### src/rtl/rv_wb_pkg.sv
// Shared types for the Wishbone arbiter: FSM state, grant owner and fetch byte select.
package rv_wb_pkg;

    typedef enum logic [1:0] {
        ARB_IDLE = 2'd0,
        ARB_BUS  = 2'd1,
        ARB_RESP = 2'd2
    } arb_state_t;

    typedef enum logic [1:0] {
        GNT_NONE  = 2'd0,
        GNT_INSTR = 2'd1,
        GNT_DATA  = 2'd2
    } arb_grant_t;

    localparam logic [3:0] FETCH_SEL = 4'hF;

endpackage

### src/rtl/rv_wb_timeout.sv
// Bus-cycle watchdog: counts while enabled, flags expiry on the last allowed cycle.
module rv_wb_timeout #(
    parameter int unsigned TIMEOUT_CYCLES = 255
) (
    input  logic i_clk,
    input  logic i_reset_n,
    input  logic i_clr,
    input  logic i_en,
    output logic o_expired
);

    generate
        if (TIMEOUT_CYCLES == 0) begin : g_off
            logic unused_tie;
            assign unused_tie = ^{i_clk, i_reset_n, i_clr, i_en};
            assign o_expired  = 1'b0;
        end else begin : g_on
            logic [7:0] cnt_q;
            logic [7:0] cnt_d;

            always_comb begin
                cnt_d = cnt_q;
                if (i_clr) begin
                    cnt_d = '0;
                end else if (i_en) begin
                    cnt_d = cnt_q + 8'd1;
                end
            end

            always_ff @(posedge i_clk or negedge i_reset_n) begin
                if (!i_reset_n) begin
                    cnt_q <= '0;
                end else begin
                    cnt_q <= cnt_d;
                end
            end

            // Expiry is flagged during the final cycle so the abort lands on the same edge.
            assign o_expired = i_en && (cnt_q == 8'(TIMEOUT_CYCLES - 1));
        end
    endgenerate

endmodule

### src/rtl/rv_wb_arbiter.sv
// Shares one Wishbone classic master between instruction fetch and load/store,
// one transfer at a time, data-first with a burst limit protecting pending fetches.
module rv_wb_arbiter #(
    parameter logic [31:0] RESET_ADDR       = 32'h0000_0000,
    parameter int unsigned IADDR_SPACE_BITS = 16,
    parameter int unsigned DATA_BURST_MAX   = 4,
    parameter int unsigned TIMEOUT_CYCLES   = 255
) (
    input  logic                          i_clk,
    input  logic                          i_reset_n,
    input  logic                          i_instr_req,
    input  logic [IADDR_SPACE_BITS-1:1]   i_instr_addr,
    output logic                          o_instr_ack,
    output logic                          o_instr_err,
    output logic [31:0]                   o_instr_data,
    input  logic                          i_data_req,
    input  logic                          i_data_write,
    input  logic [31:0]                   i_data_addr,
    input  logic [31:0]                   i_data_wdata,
    input  logic [3:0]                    i_data_sel,
    output logic                          o_data_ack,
    output logic                          o_data_err,
    output logic [31:0]                   o_data_rdata,
    output logic                          o_wb_cyc,
    output logic                          o_wb_stb,
    output logic [31:0]                   o_wb_adr,
    output logic [31:0]                   o_wb_dat,
    output logic                          o_wb_we,
    output logic [3:0]                    o_wb_sel,
    input  logic [31:0]                   i_wb_dat,
    input  logic                          i_wb_ack,
    input  logic                          i_wb_err
);

    import rv_wb_pkg::*;

    arb_state_t  state_q, state_d;
    arb_grant_t  grant_q, grant_d;
    logic [3:0]  burst_q, burst_d;
    logic        cyc_q, cyc_d;
    logic [31:0] adr_q, adr_d;
    logic [31:0] dat_q, dat_d;
    logic        we_q, we_d;
    logic [3:0]  sel_q, sel_d;
    logic        ok_q, ok_d;
    logic        err_q, err_d;
    logic [31:0] rdata_q, rdata_d;

    logic        tmo_expired;
    logic        fetch_wins;
    logic [31:0] fetch_adr;

    assign fetch_adr  = {RESET_ADDR[31:IADDR_SPACE_BITS], i_instr_addr, 1'b0};
    // Fetch only overtakes data once the data port has used up its burst allowance.
    assign fetch_wins = i_instr_req && (!i_data_req || (burst_q == 4'(DATA_BURST_MAX)));

    rv_wb_timeout #(
        .TIMEOUT_CYCLES (TIMEOUT_CYCLES)
    ) u_timeout (
        .i_clk     (i_clk),
        .i_reset_n (i_reset_n),
        .i_clr     (state_q == ARB_RESP),
        .i_en      (state_q == ARB_BUS),
        .o_expired (tmo_expired)
    );

    always_comb begin
        state_d = state_q;
        grant_d = grant_q;
        burst_d = burst_q;
        cyc_d   = cyc_q;
        adr_d   = adr_q;
        dat_d   = dat_q;
        we_d    = we_q;
        sel_d   = sel_q;
        ok_d    = 1'b0;
        err_d   = 1'b0;
        rdata_d = rdata_q;
        case (state_q)
            ARB_IDLE: begin
                if (fetch_wins) begin
                    state_d = ARB_BUS;
                    grant_d = GNT_INSTR;
                    cyc_d   = 1'b1;
                    adr_d   = fetch_adr;
                    dat_d   = i_data_wdata;
                    we_d    = 1'b0;
                    sel_d   = FETCH_SEL;
                    burst_d = '0;
                end else if (i_data_req) begin
                    state_d = ARB_BUS;
                    grant_d = GNT_DATA;
                    cyc_d   = 1'b1;
                    adr_d   = i_data_addr;
                    dat_d   = i_data_wdata;
                    we_d    = i_data_write;
                    sel_d   = i_data_sel;
                    if (!i_instr_req) begin
                        burst_d = '0;
                    end else if (burst_q != 4'hF) begin
                        burst_d = burst_q + 4'd1;
                    end
                end
            end
            ARB_BUS: begin
                if (i_wb_ack) begin
                    state_d = ARB_RESP;
                    cyc_d   = 1'b0;
                    ok_d    = 1'b1;
                    rdata_d = i_wb_dat;
                end else if (i_wb_err || tmo_expired) begin
                    state_d = ARB_RESP;
                    cyc_d   = 1'b0;
                    err_d   = 1'b1;
                end
            end
            ARB_RESP: begin
                state_d = ARB_IDLE;
                grant_d = GNT_NONE;
                rdata_d = '0;
            end
            default: begin
                state_d = ARB_IDLE;
                grant_d = GNT_NONE;
                cyc_d   = 1'b0;
            end
        endcase
    end

    always_ff @(posedge i_clk or negedge i_reset_n) begin
        if (!i_reset_n) begin
            state_q <= ARB_IDLE;
            grant_q <= GNT_NONE;
            burst_q <= '0;
            cyc_q   <= 1'b0;
            adr_q   <= '0;
            dat_q   <= '0;
            we_q    <= 1'b0;
            sel_q   <= '0;
            ok_q    <= 1'b0;
            err_q   <= 1'b0;
            rdata_q <= '0;
        end else begin
            state_q <= state_d;
            grant_q <= grant_d;
            burst_q <= burst_d;
            cyc_q   <= cyc_d;
            adr_q   <= adr_d;
            dat_q   <= dat_d;
            we_q    <= we_d;
            sel_q   <= sel_d;
            ok_q    <= ok_d;
            err_q   <= err_d;
            rdata_q <= rdata_d;
        end
    end

    // Response flags live only in RESP, so gating by grant routes them to one port.
    assign o_instr_ack  = ok_q  && (grant_q == GNT_INSTR);
    assign o_instr_err  = err_q && (grant_q == GNT_INSTR);
    assign o_data_ack   = ok_q  && (grant_q == GNT_DATA);
    assign o_data_err   = err_q && (grant_q == GNT_DATA);
    assign o_instr_data = o_instr_ack ? rdata_q : 32'h0;
    assign o_data_rdata = o_data_ack  ? rdata_q : 32'h0;

    assign o_wb_cyc = cyc_q;
    assign o_wb_stb = cyc_q;
    assign o_wb_adr = adr_q;
    assign o_wb_dat = dat_q;
    assign o_wb_we  = we_q;
    assign o_wb_sel = sel_q;

endmodule
### config.mk
export PLATFORM = sky130hd
export DESIGN_NAME = rv_wb_arbiter
export DESIGN_NICKNAME = d
export VERILOG_FILES = /design/src/rtl/rv_wb_pkg.sv /design/src/rtl/rv_wb_timeout.sv /design/src/rtl/rv_wb_arbiter.sv
export SDC_FILE = /design/constraint.sdc
export NUM_CORES = 1
export LEC_CHECK = 0
export BUFFER_PORTS_ARGS = -buffer_cell sky130_fd_sc_hd__buf_4
export CAP_MARGIN = 0
export CORE_MARGIN = 2
export CORE_UTILIZATION = 30
export CTS_BUF_LIST = sky130_fd_sc_hd__clkbuf_8
export CTS_CLUSTER_SIZE = 25
export DETAILED_ROUTE_END_ITERATION = 16
export PLACE_DENSITY = 0.58
export SYNTH_ARGS = -nofsm -noshare
export SYNTH_HDL_FRONTEND = slang
export SYNTH_SLANG_ARGS = --single-unit
### constraint.sdc
create_clock -name i_clk -period 2.34 [get_ports i_clk]
set_input_delay 0.351 -clock i_clk [delete_from_list [all_inputs] [get_ports i_clk]]
set_output_delay 0.351 -clock i_clk [all_outputs]
set_load 0.01 [all_outputs]
==> metrics <==
status=complete, no violations; # diodes=0; combinational power share=between 40% and 50%; FF+latch count, synth=120; Clk network pwr share=between 20 and 25%; Max VDD drop=just over 0.0005 V; DRT iter0 DRCs=255; Area growth syn-to-layout=46.9%; H-tree depth reported by CTS=4; CP Launch Type=register; FF/Latch Area=0.00300 mm^2; I/O Pins=about 260; Port Buf Inserts=260; Clk Latency, worst-skew pair=about 0.44 ns; CP max stage delay=0.43 ns; area share of the largest cell type after synthesis=between 50 and 60%; 1st-pass router iterations=4; Most common cell on crit path=buf_4; most common cell in the netlist=nand2_1; Fillers=1,783; CP bufs+invs=2; Slowest cell on crit path=dfrtp_1; Synth Area in Simple Gates=25.7%; Post-layout nets=~950; Die Span Y=between 100 and 150 um; syn avg cell area=9.57 um^2; Mapped Area=about 0.0055 mm^2; Final Cycle Share=86.1%; Power Dens Cells=1170 mW/mm^2; worst-path cell chain=and3b_1 > buf_4 > and2_1 > buf_4; first-pass GRT wire length=approximately 25,000 um; mux cell area share after synthesis=less than 1%; vias=~4,800; Post-synth top cells=nand2_1, dfrtp_1, and2_1; deepest clock path buffer count=2; top post-synthesis cells by area=dfrtp_1, nand2_1, and2_1; arrival time of the worst setup path=approximately 1.7 ns; DRC=0; Die Span X=139 um; wire per inst=about 15 um; Hold Path Class=input port to register; Lkg Pwr=between 0.004 and 0.005 uW; core region area=roughly 0.018 mm^2; Initial Util=30.5%; yosys warns=0; Sw Pwr=between 3000 and 4000 uW; CTS tree=built; clk_skew=between 0.01 and 0.015 ns; post-synthesis xor/xnor area fraction=0.482%; synthesized instance count=between 500 and 600; unrepaired setup endpoints after global routing=false; number of global-route vias before repair=about 4,600; cell family with most CP delay=flip-flops; Compound-Gate Fraction of Synth Area=roughly 11%; CP Class=register to output port; CP required=1.99 ns; CP Capture Type=output port; Seq pwr share=38.7%; ratio of cells with drive above 1 in the final layout=a little under two fifths; Finished Cell Area=0.00801 mm^2; post-synthesis adder-cell area fraction=1.61%; Root Buffer Master=clkbuf_8; post-route ant nets=0; Achievable Freq=around 500 MHz; Clock Sinks=120; dpl hpwl=11,300 um; gr usage total=about 16%; Post-CTS Setup Inserts=0; sw frac=between 30% and 40%; die area=~0.019 mm^2; routability cong.=0.761; grt ovf=0; final hold vios=0; internal power=slightly below 6000 uW; relative slew slack=between 50% and 60%; Multi-input gate area=roughly 0.0022 mm^2; row count=49; largest family of logic cells by synthesized area=simple AND/OR/NAND/NOR gates; area leader, netlist=dfrtp_1; DP Area=around 0.0076 mm^2; predominant post-synthesis flop cell=dfrtp_1; max-slew violation count=0; Vias/cell=4.51; largest net degree at the start of global routing=74; Post-Syn Nets=699; max_cap viols=0; crit path max fanout=33; initial antenna violation count=0; Post-synth EDFFs=0; Seq/Total Area, Yosys=between 50% and 60%; final-report setup violation count=0; min cycle time layout=between 2 and 2.5 ns; clock-pin slew on the worst setup and hold paths=about 0.070 ns; Slew @ Worst Pin=between 0.7 and 0.8 ns; CTS Buf Count=17; Detailed Route WL=16,000 um; FFs w/ async S/R, synth=between 90% and 100%; post-synthesis cell type count=39; Fin Setup TNS=0 ns
-- state kept, by name, summed over array words and instances, names as in the netlist --
signal,flops
rdata_q,32
grant_q,2
ok_q,1
o_wb_cyc,1
u_timeout.g_on.cnt_q,8
state_q,2
o_wb_we,1
err_q,1
o_wb_adr,32
o_wb_sel,4
burst_q,4
o_wb_dat,32
-- through the flow --
stage / power [uW] / std cells / utilization [%] / setup slack [ns] / hold WS, ns
floorplan: 5820 / 570 / - / 0.860 / 0.0554
global placement: 7510 / 1033 / 42.4 / 0.609 / 0.210
detailed placement: 7570 / 1033 / 42.4 / 0.559 / 0.211
CTS: 9530 / 1066 / 44.8 / 0.256 / 0.0430
global route: 10100 / 1066 / 44.8 / 0.200 / 0.0505
finish: 9380 / 1066 / 44.8 / 0.325 / 0.0853
-- logic make-up (layout without fill, tap and decap cells) --
group	count (synthesis)	count (layout)
AO/OA/AOI/OAI	90	90
AND/OR/NAND/NOR	299	299
adder cells (fa/ha/maj)	7	7
buffers and inverters	48	315
XOR/XNOR	3	3
flip-flops	120	120
multiplexers	3	3
-- placed cells by master, fill, tap and decap left out, drive strengths merged, types with 2 or more instances in the layout --
master and instances:
a21boi 2, a21oi 41, a22o 34, and2 67
and3 2, and3b 4, buf 272, bufinv 3
clkbuf 18, clkinv 9, dfrtp 120, ha 7
inv 11, mux2 2, nand2 156, nand3 23
nand4 3, nor2 31, nor2b 3, nor3 5
nor3b 3, o21ai 6, o22ai 3, xnor2 2
-- power groups by stage --
stage                     combinational, uW  clock (uW)  sequential [uW]
after global placement                 3860           0             3650
after floorplan                        2020           0             3800
final                                  3830        1910             3630
after global routing                   4250        2090             3770
after CTS                              3910        1990             3640
after detailed placement               3910           0             3650
-- worst reg2reg max path: stages, from the launching register on --
cell and delay (ns):
dfrtp_1 0.38, inv_1 0.07, ha_1 0.26, o21ai_4 0.31, buf_12 0.32, a21oi_1 0.10, a21oi_1 0.15
-- per-layer routing --
metal | GRT usage (%) | vias up | routed length (um)
met2 | 26.8 | 134 | 8020
met3 | 4.52 | 18 | 777
met1 | 21.3 | 2280 | 6910
met5 | 0 | - | 0
met4 | 5.74 | 0 | 325
li1 | - | 2373 | -
-- path summary, 6_finish.rpt --
path,from,end,cells past startpoint,slack (ns)
setup reg to reg,state_q[1],o_wb_adr[4],6,0.69
min in group asynchronous,i_reset_n,u_timeout.g_on.cnt_q[1],2,0.30
hold / removal,i_wb_ack,err_q,2,0.09
setup / recovery,grant_q[1],o_instr_data[27],4,0.33
hold reg to reg,o_wb_adr[27],o_wb_adr[27],2,0.47
max in group asynchronous,i_reset_n,o_wb_dat[0],3,1.46
-- final cells by class --
cell class	instances	share of cell area (%)
well taps	229	3.58
flip-flops and latches	120	37.5
clock buffers	18	3.09
multi-input cells	402	27.2
clock inverters	14	1.97
repair buffers	273	26.2
inverters	10	0.468
-- what timing repair did --
action,CTS,global route
hold endpoints to repair,9,0
hold buffers,1,0
resized for setup,0,0
(Power assumes the default switching activity.)
